<file path="src/rtl/col_tag_gen_if.sv">
// Beat handshake and tag bus between the column tag generator,
// its upstream beat source (in_valid/in_ready) and the tag buffer (flush_tag/tag_out).
interface col_tag_gen_if #(
   parameter int TW = 3
);
   logic          in_valid;
   logic          in_ready;
   logic          flush_tag;
   logic [TW-1:0] tag_out;

   modport master (
      output in_valid,
      input  in_ready,
      input  flush_tag,
      input  tag_out
   );

   modport slave (
      input  in_valid,
      output in_ready,
      output flush_tag,
      output tag_out
   );
endinterface

</file>
<file path="src/rtl/col_tag_gen.sv">
// Column tag generator: counts accepted beats per column and pulses
// flush_tag with the 1-based completed-column count; done after the last column.
// Ports: clk, rstn (async low), start, abort, busy, done; bus.slave carries
// in_valid/in_ready and flush_tag/tag_out.
module col_tag_gen #(
   parameter int NUM_COL       = 4,
   parameter int BEATS_PER_COL = 9,
   parameter int TW            = $clog2(NUM_COL) + 1
) (
   input  logic         clk,
   input  logic         rstn,
   input  logic         start,
   input  logic         abort,
   output logic         busy,
   output logic         done,
   col_tag_gen_if.slave bus
);

   localparam int BW =
      (BEATS_PER_COL > 1) ? $clog2(BEATS_PER_COL) : 1;
   localparam logic [BW-1:0] BEAT_LAST = BW'(BEATS_PER_COL - 1);
   localparam logic [TW-1:0] COL_LAST  = TW'(NUM_COL);

   typedef enum logic [1:0] {
      IDLE  = 2'd0,
      RUN   = 2'd1,
      FLUSH = 2'd2,
      DONE  = 2'd3
   } state_t;

   state_t        state_q;
   state_t        state_d;
   logic [BW-1:0] beat_cnt;
   logic [TW-1:0] col_cnt;
   logic [TW-1:0] tag_q;
   logic          acc;
   logic          col_end;

   assign acc     = bus.in_valid & (state_q == RUN);
   assign col_end = acc & (beat_cnt == BEAT_LAST);

   always_comb begin
      state_d = state_q;
      unique case (state_q)
         IDLE:    if (start) state_d = RUN;
         RUN:     if (col_end) state_d = FLUSH;
         FLUSH:   state_d = (col_cnt == COL_LAST) ? DONE : RUN;
         DONE:    state_d = IDLE;
         default: state_d = IDLE;
      endcase
      // abort beats start, so start+abort in IDLE stays put
      if (abort) state_d = IDLE;
   end

   always_ff @(posedge clk or negedge rstn) begin
      if (!rstn) begin
         state_q  <= IDLE;
         beat_cnt <= '0;
         col_cnt  <= '0;
         tag_q    <= '0;
      end else begin
         state_q <= state_d;
         if (abort) begin
            beat_cnt <= '0;
            col_cnt  <= '0;
            tag_q    <= '0;
         end else begin
            unique case (state_q)
               IDLE: begin
                  if (start) begin
                     beat_cnt <= '0;
                     col_cnt  <= '0;
                     tag_q    <= '0;
                  end
               end
               RUN: begin
                  if (col_end) begin
                     beat_cnt <= '0;
                     col_cnt  <= col_cnt + 1'b1;
                     // tag lands together with entry to FLUSH
                     tag_q    <= col_cnt + 1'b1;
                  end else if (acc) begin
                     beat_cnt <= beat_cnt + 1'b1;
                  end
               end
               default: ;
            endcase
         end
      end
   end

   assign bus.in_ready  = (state_q == RUN);
   assign bus.flush_tag = (state_q == FLUSH);
   assign bus.tag_out   = tag_q;
   assign busy          = (state_q == RUN) | (state_q == FLUSH);
   assign done          = (state_q == DONE);

endmodule
</file>
<file path="src/flat_wrapper.sv">
// flat-port wrapper written by rule: the top's interface ports become plain ports
module col_tag_gen_flat 
#(
   parameter int NUM_COL       = 4,
   parameter int BEATS_PER_COL = 9,
   parameter int TW            = $clog2(NUM_COL) + 1
)
  (clk, rstn, start, abort, busy, done, bus_in_valid, bus_in_ready, bus_flush_tag, bus_tag_out);
  col_tag_gen_if #(.TW(TW)) bus_i ();
  input  logic clk;
  input  logic rstn;
  input  logic start;
  input  logic abort;
  output logic busy;
  output logic done;
  input wire logic [$bits(bus_i.in_valid)-1:0] bus_in_valid;
  output wire logic [$bits(bus_i.in_ready)-1:0] bus_in_ready;
  output wire logic [$bits(bus_i.flush_tag)-1:0] bus_flush_tag;
  output wire logic [$bits(bus_i.tag_out)-1:0] bus_tag_out;
  assign bus_i.in_valid = bus_in_valid;
  assign bus_in_ready = bus_i.in_ready;
  assign bus_flush_tag = bus_i.flush_tag;
  assign bus_tag_out = bus_i.tag_out;
  col_tag_gen #(.NUM_COL(NUM_COL), .BEATS_PER_COL(BEATS_PER_COL), .TW(TW)) u_core (.clk(clk), .rstn(rstn), .start(start), .abort(abort), .busy(busy), .done(done), .bus(bus_i));
endmodule
</file>
<file path="config.mk">
export PLATFORM = sky130hd
export DESIGN_NAME = col_tag_gen_flat
export DESIGN_NICKNAME = d
export VERILOG_FILES = /design/src/rtl/col_tag_gen_if.sv /design/src/rtl/col_tag_gen.sv /design/src/flat_wrapper.sv
export SDC_FILE = /design/constraint.sdc
export NUM_CORES = 1
export LEC_CHECK = 0
export BUFFER_PORTS_ARGS = -buffer_cell sky130_fd_sc_hd__buf_2
export CORE_AREA = 8 8 45 47
export DETAILED_ROUTE_END_ITERATION = 6
export DIE_AREA = 0 0 53 55
export PLACE_DENSITY = 0.73
export SLEW_MARGIN = 40
export SYNTH_ARGS = -nofsm -noshare
export SYNTH_HDL_FRONTEND = slang
export SYNTH_SLANG_ARGS = --single-unit
</file>
<file path="constraint.sdc">
create_clock -name clk -period 2.5 [get_ports clk]
set_clock_uncertainty 0.2 [all_clocks]
set_input_delay 0 -clock clk [delete_from_list [all_inputs] [get_ports clk]]
set_output_delay 0 -clock clk [all_outputs]
set_load 0.005 [all_outputs]
</file>
[Word level (Yosys, flattened, before mapping)]
Cells that the tools add are included.
Widths: inputs -> output; s select.
Storage, ports and cells
  register bits after elaboration: 9
  bits of input ports: 5
  output and inout bits: 7
  logic and storage cells: 35
Operators by class
  add/subtract/negate cells: 2
  equal/unequal tests: 8
  mux-type cells: 14
  bitwise operators: 3
  reduce and logical (&&, ||, !) cells: 5
Operators with widths (count)
  $mux 4: 4
  $mux 3: 3
  $mux 2: 4
  $pmux 2 s4: 1
  $pmux 4 s2: 1
  $pmux 3 s2: 1
  $reduce_and 3->1: 2
  $add 4x1->4 const B: 1
  $eq 2x2->1 const B: 2
  $eq 4x4->1 const B: 1
  $ne 4x2->1 const B: 1
  $add 3x1->3 const B: 1
  $eq 3x3->1 const B: 1
  $ne 3x2->1 const B: 1
  $ne 3x3->1 const B: 1
  $reduce_bool 3->1: 1
  $and 1x1->1: 2
  $eq 2x1->1 const B: 1
  $logic_not 2->1: 1
  $reduce_and 2->1: 1
  $or 1x1->1: 1

[Logic depth before layout (Yosys ltp)]
Gate-level depths: netlist (run 1).
  word-level depth: 6
  gate-level depth with buffers: 7
  gate-level depth less buffers: 6

[Worst setup path after synthesis (run 1)]
Ideal clock, no wire load.
  path kind: reg-to-reg
  from: register u_core.state_q[1]
  to: register u_core.beat_cnt[2]
  setup time: 121 ps
  arrival time: 1620 ps
  data required time: 2179 ps
  slack: 559 ps
  cell stages (with the launch flop): 8
  path buffers: 1
  period minus slack after synthesis: 1941 ps
  cell sequence: dfrtp_1 inv_1 ha_1 buf_6 mux2_4 a21oi_4 o22ai_1 a22o_2
Between the ends
  longest elaborated chain between the ends: 6
  elaborated cells on any way between the ends: 11
  classes of those cells: eq/ne: 3; mux: 3; bitwise: 2; reduce/logical: 3
RTL lines
  from (decl): line col_tag_gen.sv:31  | state_t state_q;
  from (signal assigned): line col_tag_gen.sv:62  | state_q <= state_d;
  $eq 2x1->1 *
  via bus_in_ready: line flat_wrapper.sv:17  | output wire logic [$bits(bus_i.in_ready)-1:0] bus_in_ready;
  $and 1x1->1: line col_tag_gen.sv:39  | assign acc = bus.in_valid & (state_q == RUN);
  $and 1x1->1: line col_tag_gen.sv:40  | assign col_end = acc & (beat_cnt == BEAT_LAST);
  $mux 4: line col_tag_gen.sv:77  | if (col_end) begin
  $pmux 4 s2: line col_tag_gen.sv:68  | unique case (state_q)
  $mux 4: line col_tag_gen.sv:63  | if (abort) begin
  to (signal assigned): line col_tag_gen.sv:83  | beat_cnt <= beat_cnt + 1'b1;
  to (decl): line col_tag_gen.sv:33  | logic [BW-1:0] beat_cnt;
The timed path passes the listed nets; every way through them passes the cells marked *.
A chain may end at the register's enable or synchronous reset.

[Worst setup path after layout (run 1)]
  from: register u_core.state_q[0]
  to: register u_core.col_cnt[0]
Between the ends
  longest elaborated chain between the ends: 5
  elaborated cells on any way between the ends: 10
  classes of those cells: eq/ne: 3; mux: 2; bitwise: 2; reduce/logical: 3
RTL lines
  $eq 2x1->1: line col_tag_gen.sv:39, col_tag_gen.sv:68
  $and 1x1->1: line col_tag_gen.sv:39
  $and 1x1->1: line col_tag_gen.sv:40
  $ne 3x2->1 (no line)
  $reduce_and 3->1 (no line)
  to (signal assigned): line col_tag_gen.sv:79  | col_cnt <= col_cnt + 1'b1;
  to (decl): line col_tag_gen.sv:34  | logic [TW-1:0] col_cnt;
Several ways; a longest one is shown, not always the timed one.

==> out/metrics.csv, run 1 <==
metric,value,unit
top_layer,met4,
vias,578,
synth.top_cell.area_share,0.349,
slowest_stage,dlygate4sd3_1,
power_density,781,mW/mm²
period_share,0.908,
synth_area,646,µm²
yosys-top-cells-area,"dfrtp_1, ha_1, inv_1",
overflow,0,
cts_root_buffer,clkbuf_4,
grt_antenna_before_repair,0,
yosys-top-cells-count,"dfrtp_1, ha_1, inv_1",
endpoint_kind,flip-flop,
cp_max_fo,4,
post_cts_buffers,0,
synth_top_family_by_area,simple AND/OR/NAND/NOR gates,
drtIter0Drc,10,
setup_viol,0,
status,"finished, final reports clean",
synth_area_leader_cell,dfrtp_1,
ir_drop,327,µV
post_drt_wl_per_cell,13.9,µm
io-pin-count,12,
yosysMostFrequentCell,dfrtp_1,
hold_path.class,in2reg,
maxCapViolations,0,
wl_met3,97,µm
cts_buffer_depth,2,
cp.arrival,2.22,ns
cts_tree,yes,
cp_cell_sequence,"inv_1, ha_1, nor2b_1, nor3_1, o21ai_0, a21oi_1, dlygate4sd3_1",
place.gp.congestion,0.789,
ant_nets,0,
clkSinkCount,9,
filler_cell_count,118,
worstPathRequired,2.45,ns
diodes,0,
syn_avg_cell_area,9.36,µm²
first_global_vias,582,
synth_fp_nets,82,
ys_types,29,
synthToLayoutAreaGrowth,21.7,%
drc,0,
cp_num_buf_inv,2,
regArea,225,µm²
io_buffers,11,
synthFlopType,dfrtp_1,
drt-met1-wl,600,µm
multi_input_area,379,µm²
clock_latency,0.26,ns
die_x,53,µm
rsz0062_at_grt,no,
synthAdderAreaFrac,0.155,
start_util,0.467,
final_hold_viol_count,0,
cts_buffers,3,
grt_max_degree,12,
relSlewSlack,0.719,
h-tree-depth,1,
post_cts_resize_count,0,
met2_length,715,µm
fp-row-count,14,
ys_warn_count,0,
cpPeakStageDelay,0.55,ns
p_leak,0.370,nW
fin_crit,2.27,ns
startpoint,u_core.state_q[0]$_DFFE_PN0P_,
grt_pass1_wl,2.66,mm
synth-seq-area-share,0.349,
hold_start,bus_in_valid,
slew_violations,0,
worstSetupPathType,reg2reg,
cpLargestDelayFamily,buffers and inverters,
synthXorXnorAreaFrac,0.0136,
vias_per_cell,5.56,
die_y,55,µm
r2r-start,u_core.state_q[0]$_DFFE_PN0P_,
dieArea,0.00292,mm²
yosys.area_share.simple,0.223,
fmax,440,MHz
ys_seq_elements,9,
grt_usage,0.124,
fin_setup_tns,0,ns
tightestPinTransition,0.420,ns
dp_hpwl,1.04,mm
async_flop_share,1.00,
holdWs,0.0532,ns
worstSetupStartpointType,flip-flop,
coreArea,0.00138,mm²
synth_edf_count,0,
routed_wl,1.45,mm
clkTransAtPathRegs,0.07,ns
drive_gt1_frac,0.216,
dr.pass1.iters,4,
synthMuxAreaShare,0.0233,
final_nets,102,
synth_compound_area_frac,0.172,
netlist_instances,69,
[layout by cell type (no fill, tap or decap), types with 2 or more instances in the layout]
cell type | netlist | routed
nand4_1 | 2 | 2
ha_1 | 8 | 8
nand3_1 | 4 | 4
clkbuf_4 | 0 | 3
buf_2 | 0 | 11
inv_1 | 8 | 8
nand3b_1 | 2 | 2
o21ai_0 | 4 | 4
a31oi_1 | 2 | 2
nor3_1 | 2 | 2
a21oi_1 | 4 | 4
nand2_1 | 6 | 6
dfrtp_1 | 9 | 9
dlygate4sd3_1 | 0 | 5
[layout make-up]
cell class | instances | share of cell area
multi-input combinational | 51 | 0.482
sequential | 9 | 0.287
inverter | 8 | 0.0382
clock buffer | 4 | 0.0334
timing repair buffer | 16 | 0.134
tap | 16 | 0.0255
[metal layers]
metal  up-vias  track usage
li1        288            -
met1       270        0.140
met2        16        0.203
met3         4       0.0321
met4         0       0.0819
met5         -            0
[per-stage QoR]
stage	power (mW)	area (µm²)	utilization	worst slack, ns	instances
after CTS	0.617	786	0.568	0.232	104
after global routing	0.668	786	0.568	0.0397	104
final	0.613	786	0.568	0.229	104
after floorplan	0.429	646	-	0.559	69
after global placement	0.483	709	0.513	0.457	95
after detailed placement	0.491	709	0.513	0.404	95
[timing repair]
action,CTS,global route
hold buffers,5,0
endpoints found under the hold margin,15,0
endpoints found under the setup margin,0,0
[worst reg2reg max path: cells and delay by family, from the launching register on]
kind            cells  cell delay [ns]
simple gates        2             0.41
compound gates      2             0.23
flops               1             0.42
buf+inv             2             0.67
fa+ha+maj           1             0.23
[power by group]
group / switching [mW] / internal, mW
clock: 0.0567 / 0.0617
combinational: 0.160 / 0.134
sequential: 0.0305 / 0.171
[final timing paths]
kind,to,slack (ns),cells past startpoint
max in group asynchronous,u_core.beat_cnt[0]$_DFFE_PN0P_,1.28,3
worst min register to register,u_core.beat_cnt[1]$_DFFE_PN0P_,0.35,2
worst max-delay path,u_core.col_cnt[0]$_DFFE_PN0P_,0.23,7
min in group asynchronous,u_core.col_cnt[2]$_DFFE_PN0P_,0.53,3
worst max register to register,u_core.col_cnt[0]$_DFFE_PN0P_,0.23,7
worst min-delay path,u_core.beat_cnt[1]$_DFFE_PN0P_,0.05,5
[cell families (layout without fill, tap and decap cells)]
group,count (synthesis),count (layout)
flip-flops,9,9
AND/OR/NAND/NOR,25,25
AO/OA/AOI/OAI,16,16
multiplexers,1,1
buffers and inverters,9,28
adder cells (fa/ha/maj),8,8
XOR/XNOR,1,1
[registers in the layout (all words and copies together), names as in the netlist]
name / cells
u_core.col_cnt: 3
u_core.beat_cnt: 4
u_core.state_q: 2
(Power assumes the default switching activity.)
==> run 2, diff against run 1 <==
==> constraint.sdc (replaced) <==
create_clock -name clk -period 2.1 [get_ports clk]
set_clock_uncertainty 0.2 [all_clocks]
set_input_delay 0 -clock clk [delete_from_list [all_inputs] [get_ports clk]]
set_output_delay 0 -clock clk [all_outputs]
set_load 0.005 [all_outputs]
==> out/metrics.csv, run 2 (synthesis results as in run 1) <==
metric,value,unit,change
grt_pass1_wl,2.62,mm,was 2.66 mm
coreArea,0.00138,mm²,unchanged
first_global_vias,590,,was 582
cp.arrival,1.91,ns,was 2.22 ns
tightestPinTransition,0.422,ns,was 0.420 ns
fin_setup_tns,0,ns,unchanged
slew_violations,0,,unchanged
overflow,0,,unchanged
cts_tree,yes,,unchanged
diodes,0,,unchanged
cp_cell_sequence,"inv_1, ha_1, mux2_4, a21oi_4, o22ai_1, a22o_2",,"was inv_1, ha_1, nor2b_1, nor3_1, o21ai_0, a21oi_1, dlygate4sd3_1"
holdWs,0.0449,ns,was 0.0532 ns
regMostFlops,u_core.beat_cnt,,unchanged
place.gp.congestion,0.818,,was 0.789
die_y,55,µm,unchanged
cts_buffer_depth,2,,unchanged
cts_hold_buf,4,,was 5
largestRegisters,"u_core.beat_cnt (4), u_core.col_cnt (3), u_core.state_q (2)",,unchanged
final_common_cell,buf_2,,unchanged
post_cts_buffers,0,,unchanged
h-tree-depth,1,,unchanged
worstPathRequired,2.05,ns,was 2.45 ns
hold_path.class,in2reg,,unchanged
rr_endpoint,u_core.beat_cnt[2]$_DFFE_PN0P_,,was u_core.col_cnt[0]$_DFFE_PN0P_
sequentialPowerShare,0.325,,was 0.328
synthToLayoutAreaGrowth,22.5,%,was 21.7%
endpoint_kind,flip-flop,,unchanged
clock_latency,0.26,ns,about the same
total_power,0.739,mW,was 0.613 mW
power_density,934,mW/mm²,was 781 mW/mm²
slowest_stage,dfrtp_1,,was dlygate4sd3_1
grt_max_degree,10,,was 12
dp_hpwl,1.10,mm,was 1.04 mm
post_cts_resize_count,0,,unchanged
drive_gt1_frac,0.236,,was 0.216
p_int,0.446,mW,was 0.366 mW
drtIter0Drc,17,,was 10
layout_setup_ws,0.149,ns,was 0.229 ns
clkTransAtPathRegs,0.07,ns,about the same
die_x,53,µm,unchanged
dieArea,0.00292,mm²,unchanged
dp_slack,0.171,ns,was 0.404 ns
cp_num_buf_inv,1,,was 2
r2r-start,u_core.state_q[1]$_DFFE_PN0P_,,was u_core.state_q[0]$_DFFE_PN0P_
status,"finished, final reports clean",,unchanged
power_frac_clock,0.189,,was 0.193
hold_start,bus_in_valid,,unchanged
largest_reg_flops,4,,unchanged
post_drt_wl_per_cell,13.9,µm,about the same
fmax,513,MHz,was 440 MHz
final_cell_mix,"buf_2, dfrtp_1, inv_1, ha_1, nand2_1",,unchanged
swShare,0.396,,was 0.402
p_sw,0.292,mW,was 0.247 mW
final_nets,103,,was 102
io_buffers,11,,unchanged
fin_crit,1.95,ns,was 2.27 ns
p_comb_frac,0.486,,was 0.479
cts_buffers,3,,unchanged
cpLargestDelayFamily,compound AO/OA/AOI/OAI gates,,was buffers and inverters
ant_nets,0,,unchanged
drc,0,,unchanged
dr.pass1.iters,4,,unchanged
grt_antenna_before_repair,0,,unchanged
relSlewSlack,0.718,,was 0.719
worstSetupPathType,reg2reg,,unchanged
routed_wl,1.46,mm,was 1.45 mm
maxCapViolations,0,,unchanged
rsz0062_at_grt,no,,unchanged
io-pin-count,12,,unchanged
ir_drop,568,µV,was 327 µV
holdPathStages,5,,unchanged
p_leak,0.372,nW,was 0.370 nW
vias_per_cell,5.59,,was 5.56
vias,587,,was 578
worstSetupStartpointType,flip-flop,,unchanged
cp_max_fo,8,,was 4
setup_viol,0,,unchanged
clkSinkCount,9,,unchanged
fp-row-count,14,,unchanged
period_share,0.929,,was 0.908
start_util,0.467,,unchanged
final_hold_viol_count,0,,unchanged
reg2reg_depth,6,,was 7
cpPeakStageDelay,0.42,ns,was 0.55 ns
cts_root_buffer,clkbuf_4,,unchanged
hold_path_end,u_core.beat_cnt[1]$_DFFE_PN0P_,,unchanged
grt_usage,0.121,,was 0.124
r2r_setup_slack,0.15,ns,was 0.23 ns
-- run 2: cell count changes in the layout (fill, tap and decap cells not counted), sizes merged --
cell and change:
buf +2, dlygate4sd3 -1
-- run 2: final cells by class --
class | count | area [µm²]
clock buffers | 4 | 26.3
fillers | 127 | 593
inverters | 8 | 30.0
multi-input cells | 51 | 379
flip-flops and latches | 9 | 225
well taps | 16 | 20.0
repair buffers | 17 | 110
-- run 2: worst max path at each step --
stage / startpoint / endpoint / slack (ns) / depth (start not counted)
6_report: u_core.state_q[1]$_DFFE_PN0P_ / u_core.beat_cnt[2]$_DFFE_PN0P_ / 0.15 / 6
3_3_place_gp: u_core.state_q[1]$_DFFE_PN0P_ / u_core.beat_cnt[2]$_DFFE_PN0P_ / 0.20 / 6
3_5_place_dp: u_core.state_q[1]$_DFFE_PN0P_ / u_core.beat_cnt[2]$_DFFE_PN0P_ / 0.17 / 6
5_1_grt: u_core.state_q[0]$_DFFE_PN0P_ / u_core.col_cnt[2]$_DFFE_PN0P_ / 0.04 / 6
2_1_floorplan: u_core.state_q[1]$_DFFE_PN0P_ / u_core.beat_cnt[2]$_DFFE_PN0P_ / 0.16 / 7
4_1_cts: u_core.state_q[1]$_DFFE_PN0P_ / u_core.beat_cnt[2]$_DFFE_PN0P_ / 0.16 / 6
-- run 2: power groups by stage --
stage	clock network, mW	logic [mW]	registers (mW)
final	0.139	0.359	0.240
after floorplan	0	0.274	0.237
after CTS	0.142	0.362	0.240
after global placement	0	0.349	0.240
after detailed placement	0	0.355	0.243
after global routing	0.152	0.412	0.247
-- run 2: per-layer routing --
metal	global-route usage	wire, µm
met5	0	0
met3	0.0241	75
met4	0.0647	37
met1	0.141	618
met2	0.207	732
-- run 2: per-stage QoR --
step	instance area, µm²	cells	util
2_1_floorplan	646	69	-
3_3_place_gp	724	97	0.524
3_5_place_dp	724	97	0.524
4_1_cts	791	105	0.571
5_1_grt	791	105	0.571
6_report	791	105	0.571
-- run 2: worst min-delay path: stages --
cell     delay [ns]
buf_2          0.10
mux2_4         0.15
a21oi_4        0.08
nand2_1        0.06
o21ai_0        0.07
==> run 3, diff against run 2 <==
--- a/config.mk
+++ b/config.mk
@@ -5,11 +5,14 @@
 export SDC_FILE = /design/constraint.sdc
 export NUM_CORES = 1
 export LEC_CHECK = 0
-export BUFFER_PORTS_ARGS = -buffer_cell sky130_fd_sc_hd__buf_2
-export CORE_AREA = 8 8 45 47
+export BUFFER_PORTS_ARGS = -buffer_cell sky130_fd_sc_hd__buf_4
+export CELL_PAD_IN_SITES_DETAIL_PLACEMENT = 1
+export CELL_PAD_IN_SITES_GLOBAL_PLACEMENT = 1
+export CORE_ASPECT_RATIO = 0.8
+export CORE_MARGIN = 8
+export CORE_UTILIZATION = 39
 export DETAILED_ROUTE_END_ITERATION = 6
-export DIE_AREA = 0 0 53 55
-export PLACE_DENSITY = 0.73
+export PLACE_DENSITY = 0.76
 export SLEW_MARGIN = 40
 export SYNTH_ARGS = -nofsm -noshare
 export SYNTH_HDL_FRONTEND = slang
==> out/metrics.csv, run 3 (synthesis results as in run 1) <==
metric,value,unit,change
place_area,759,µm²,was 724 µm²
start_util,0.405,,was 0.467
hold_path.class,in2reg,,unchanged
worstSetupStartpointType,flip-flop,,unchanged
coreArea,0.00159,mm²,was 0.00138 mm²
filler_cell_count,199,,was 127
drive_gt1_frac,0.236,,unchanged
power_density,935,mW/mm²,was 934 mW/mm²
die_y,52.4,µm,was 55 µm
io-pin-count,12,,unchanged
cp_max_fo,8,,unchanged
final_common_cell,buf_4,,was buf_2
cp_cell_sequence,"inv_1, ha_1, mux2_4, a21oi_4, o22ai_1, a22o_2",,unchanged
crit_cells,6,,unchanged
ir_drop,507,µV,was 568 µV
endpoint_kind,flip-flop,,unchanged
clkSinkCount,9,,unchanged
cp_num_buf_inv,1,,unchanged
clock_latency,0.26,ns,about the same
cts_root_buffer,clkbuf_4,,unchanged
relSlewSlack,0.703,,was 0.718
diodes,0,,unchanged
regArea,225,µm²,unchanged
multi_input_area,379,µm²,unchanged
dp_hpwl,1.29,mm,was 1.10 mm
overflow,0,,unchanged
grt_max_degree,10,,unchanged
p_leak,0.376,nW,was 0.372 nW
grt_antenna_before_repair,0,,unchanged
h-tree-depth,1,,unchanged
slew_violations,0,,unchanged
holdPathStages,5,,unchanged
drc,0,,unchanged
reg2reg_depth,6,,unchanged
dr.pass1.iters,4,,unchanged
period_share,0.945,,was 0.929
fin_crit,1.98,ns,was 1.95 ns
first_global_vias,609,,was 590
cpPeakStageDelay,0.42,ns,about the same
worstPathRequired,2.05,ns,about the same
drtIter0Drc,16,,was 17
tightestPinTransition,0.443,ns,was 0.422 ns
rsz0062_at_grt,no,,unchanged
regMostFlops,u_core.beat_cnt,,unchanged
routed_wl,1.65,mm,was 1.46 mm
die_x,61.5,µm,was 53 µm
fmax,504,MHz,was 513 MHz
place.gp.congestion,0.786,,was 0.818
largestRegisters,"u_core.beat_cnt (4), u_core.col_cnt (3), u_core.state_q (2)",,unchanged
worstSetupPathType,reg2reg,,unchanged
largest_reg_flops,4,,unchanged
final_hold_viol_count,0,,unchanged
vias_per_cell,5.44,,was 5.59
design_area,826,µm²,was 791 µm²
cp.arrival,1.94,ns,was 1.91 ns
final_nets,103,,unchanged
post_cts_buffers,0,,unchanged
grt_pass1_wl,2.79,mm,was 2.62 mm
cts_buffers,3,,unchanged
synthToLayoutAreaGrowth,27.9,%,was 22.5%
cts_tree,yes,,unchanged
fp-row-count,13,,was 14
slowest_stage,dfrtp_1,,unchanged
ant_nets,0,,unchanged
maxCapViolations,0,,unchanged
io_buffers,11,,unchanged
cpLargestDelayFamily,compound AO/OA/AOI/OAI gates,,unchanged
cts_buffer_depth,2,,unchanged
clkTransAtPathRegs,0.06,ns,was 0.07 ns
final_cell_mix,"buf_4, dfrtp_1, inv_1, ha_1, nand2_1",,"was buf_2, dfrtp_1, inv_1, ha_1, nand2_1"
vias,604,,was 587
grt_usage,0.121,,about the same
status,"finished, final reports clean",,unchanged
total_power,0.772,mW,was 0.739 mW
setup_viol,0,,unchanged
post_drt_wl_per_cell,14.9,µm,was 13.9 µm
fin_setup_tns,0,ns,unchanged
dieArea,0.00322,mm²,was 0.00292 mm²
-- run 3: cell counts in the layout (fill, tap and decap cells not counted) --
No cell type changed its count.
-- run 3: stage by stage --
stage          setup WS [ns]  std cells   util  hold slack (ns)
5_1_grt               0.0136        111  0.518           0.0703
6_report               0.116        111  0.518           0.0389
2_1_floorplan          0.159         69      -           -0.496
3_3_place_gp           0.182        103  0.476           -0.370
4_1_cts                0.119        111  0.518           0.0330
3_5_place_dp           0.120        103  0.476           -0.368
-- run 3: final timing paths --
path	startpoint	endpoint	slack, ns
max	u_core.state_q[1]$_DFFE_PN0P_	u_core.beat_cnt[2]$_DFFE_PN0P_	0.12
min	bus_in_valid	u_core.beat_cnt[3]$_DFFE_PN0P_	0.04
max reg2reg	u_core.state_q[1]$_DFFE_PN0P_	u_core.beat_cnt[2]$_DFFE_PN0P_	0.12
min reg2reg	u_core.beat_cnt[3]$_DFFE_PN0P_	u_core.beat_cnt[3]$_DFFE_PN0P_	0.38
max in group asynchronous	rstn	u_core.beat_cnt[0]$_DFFE_PN0P_	0.84
min in group asynchronous	rstn	u_core.col_cnt[2]$_DFFE_PN0P_	0.56
-- run 3: final cells by class --
| class | count | share of cell area |
|---|---|---|
| inverter | 8 | 0.0364 |
| multi-input combinational | 51 | 0.459 |
| sequential | 9 | 0.273 |
| tap | 22 | 0.0333 |
| timing repair buffer | 17 | 0.167 |
| clock buffer | 4 | 0.0318 |
-- run 3: layer usage --
metal / GRT usage / vias to the layer above / wire, µm
met5: 0 / - / 0
met4: 0.0453 / 0 / 26
met3: 0.0539 / 5 / 74
met2: 0.192 / 7 / 829
met1: 0.138 / 299 / 722
li1: - / 293 / -
-- run 3: repair_timing --
action / CTS / global route
endpoints found under the hold margin: 17 / 0
resized for setup: 0 / 0
hold buffers: 4 / 0
-- run 3: worst min-delay path, delay by kind of cell --
kind                   cells  cell delay, ns
AND/OR/NAND/NOR            2            0.14
buffers and inverters      1            0.09
AO/OA/AOI/OAI              1            0.08
multiplexers               1            0.15
-- run 3: report_power, final --
part	switching [mW]	internal [mW]
Clock	0.0614	0.0733
Combinational	0.203	0.193
Sequential	0.0389	0.203
Total	0.303	0.469
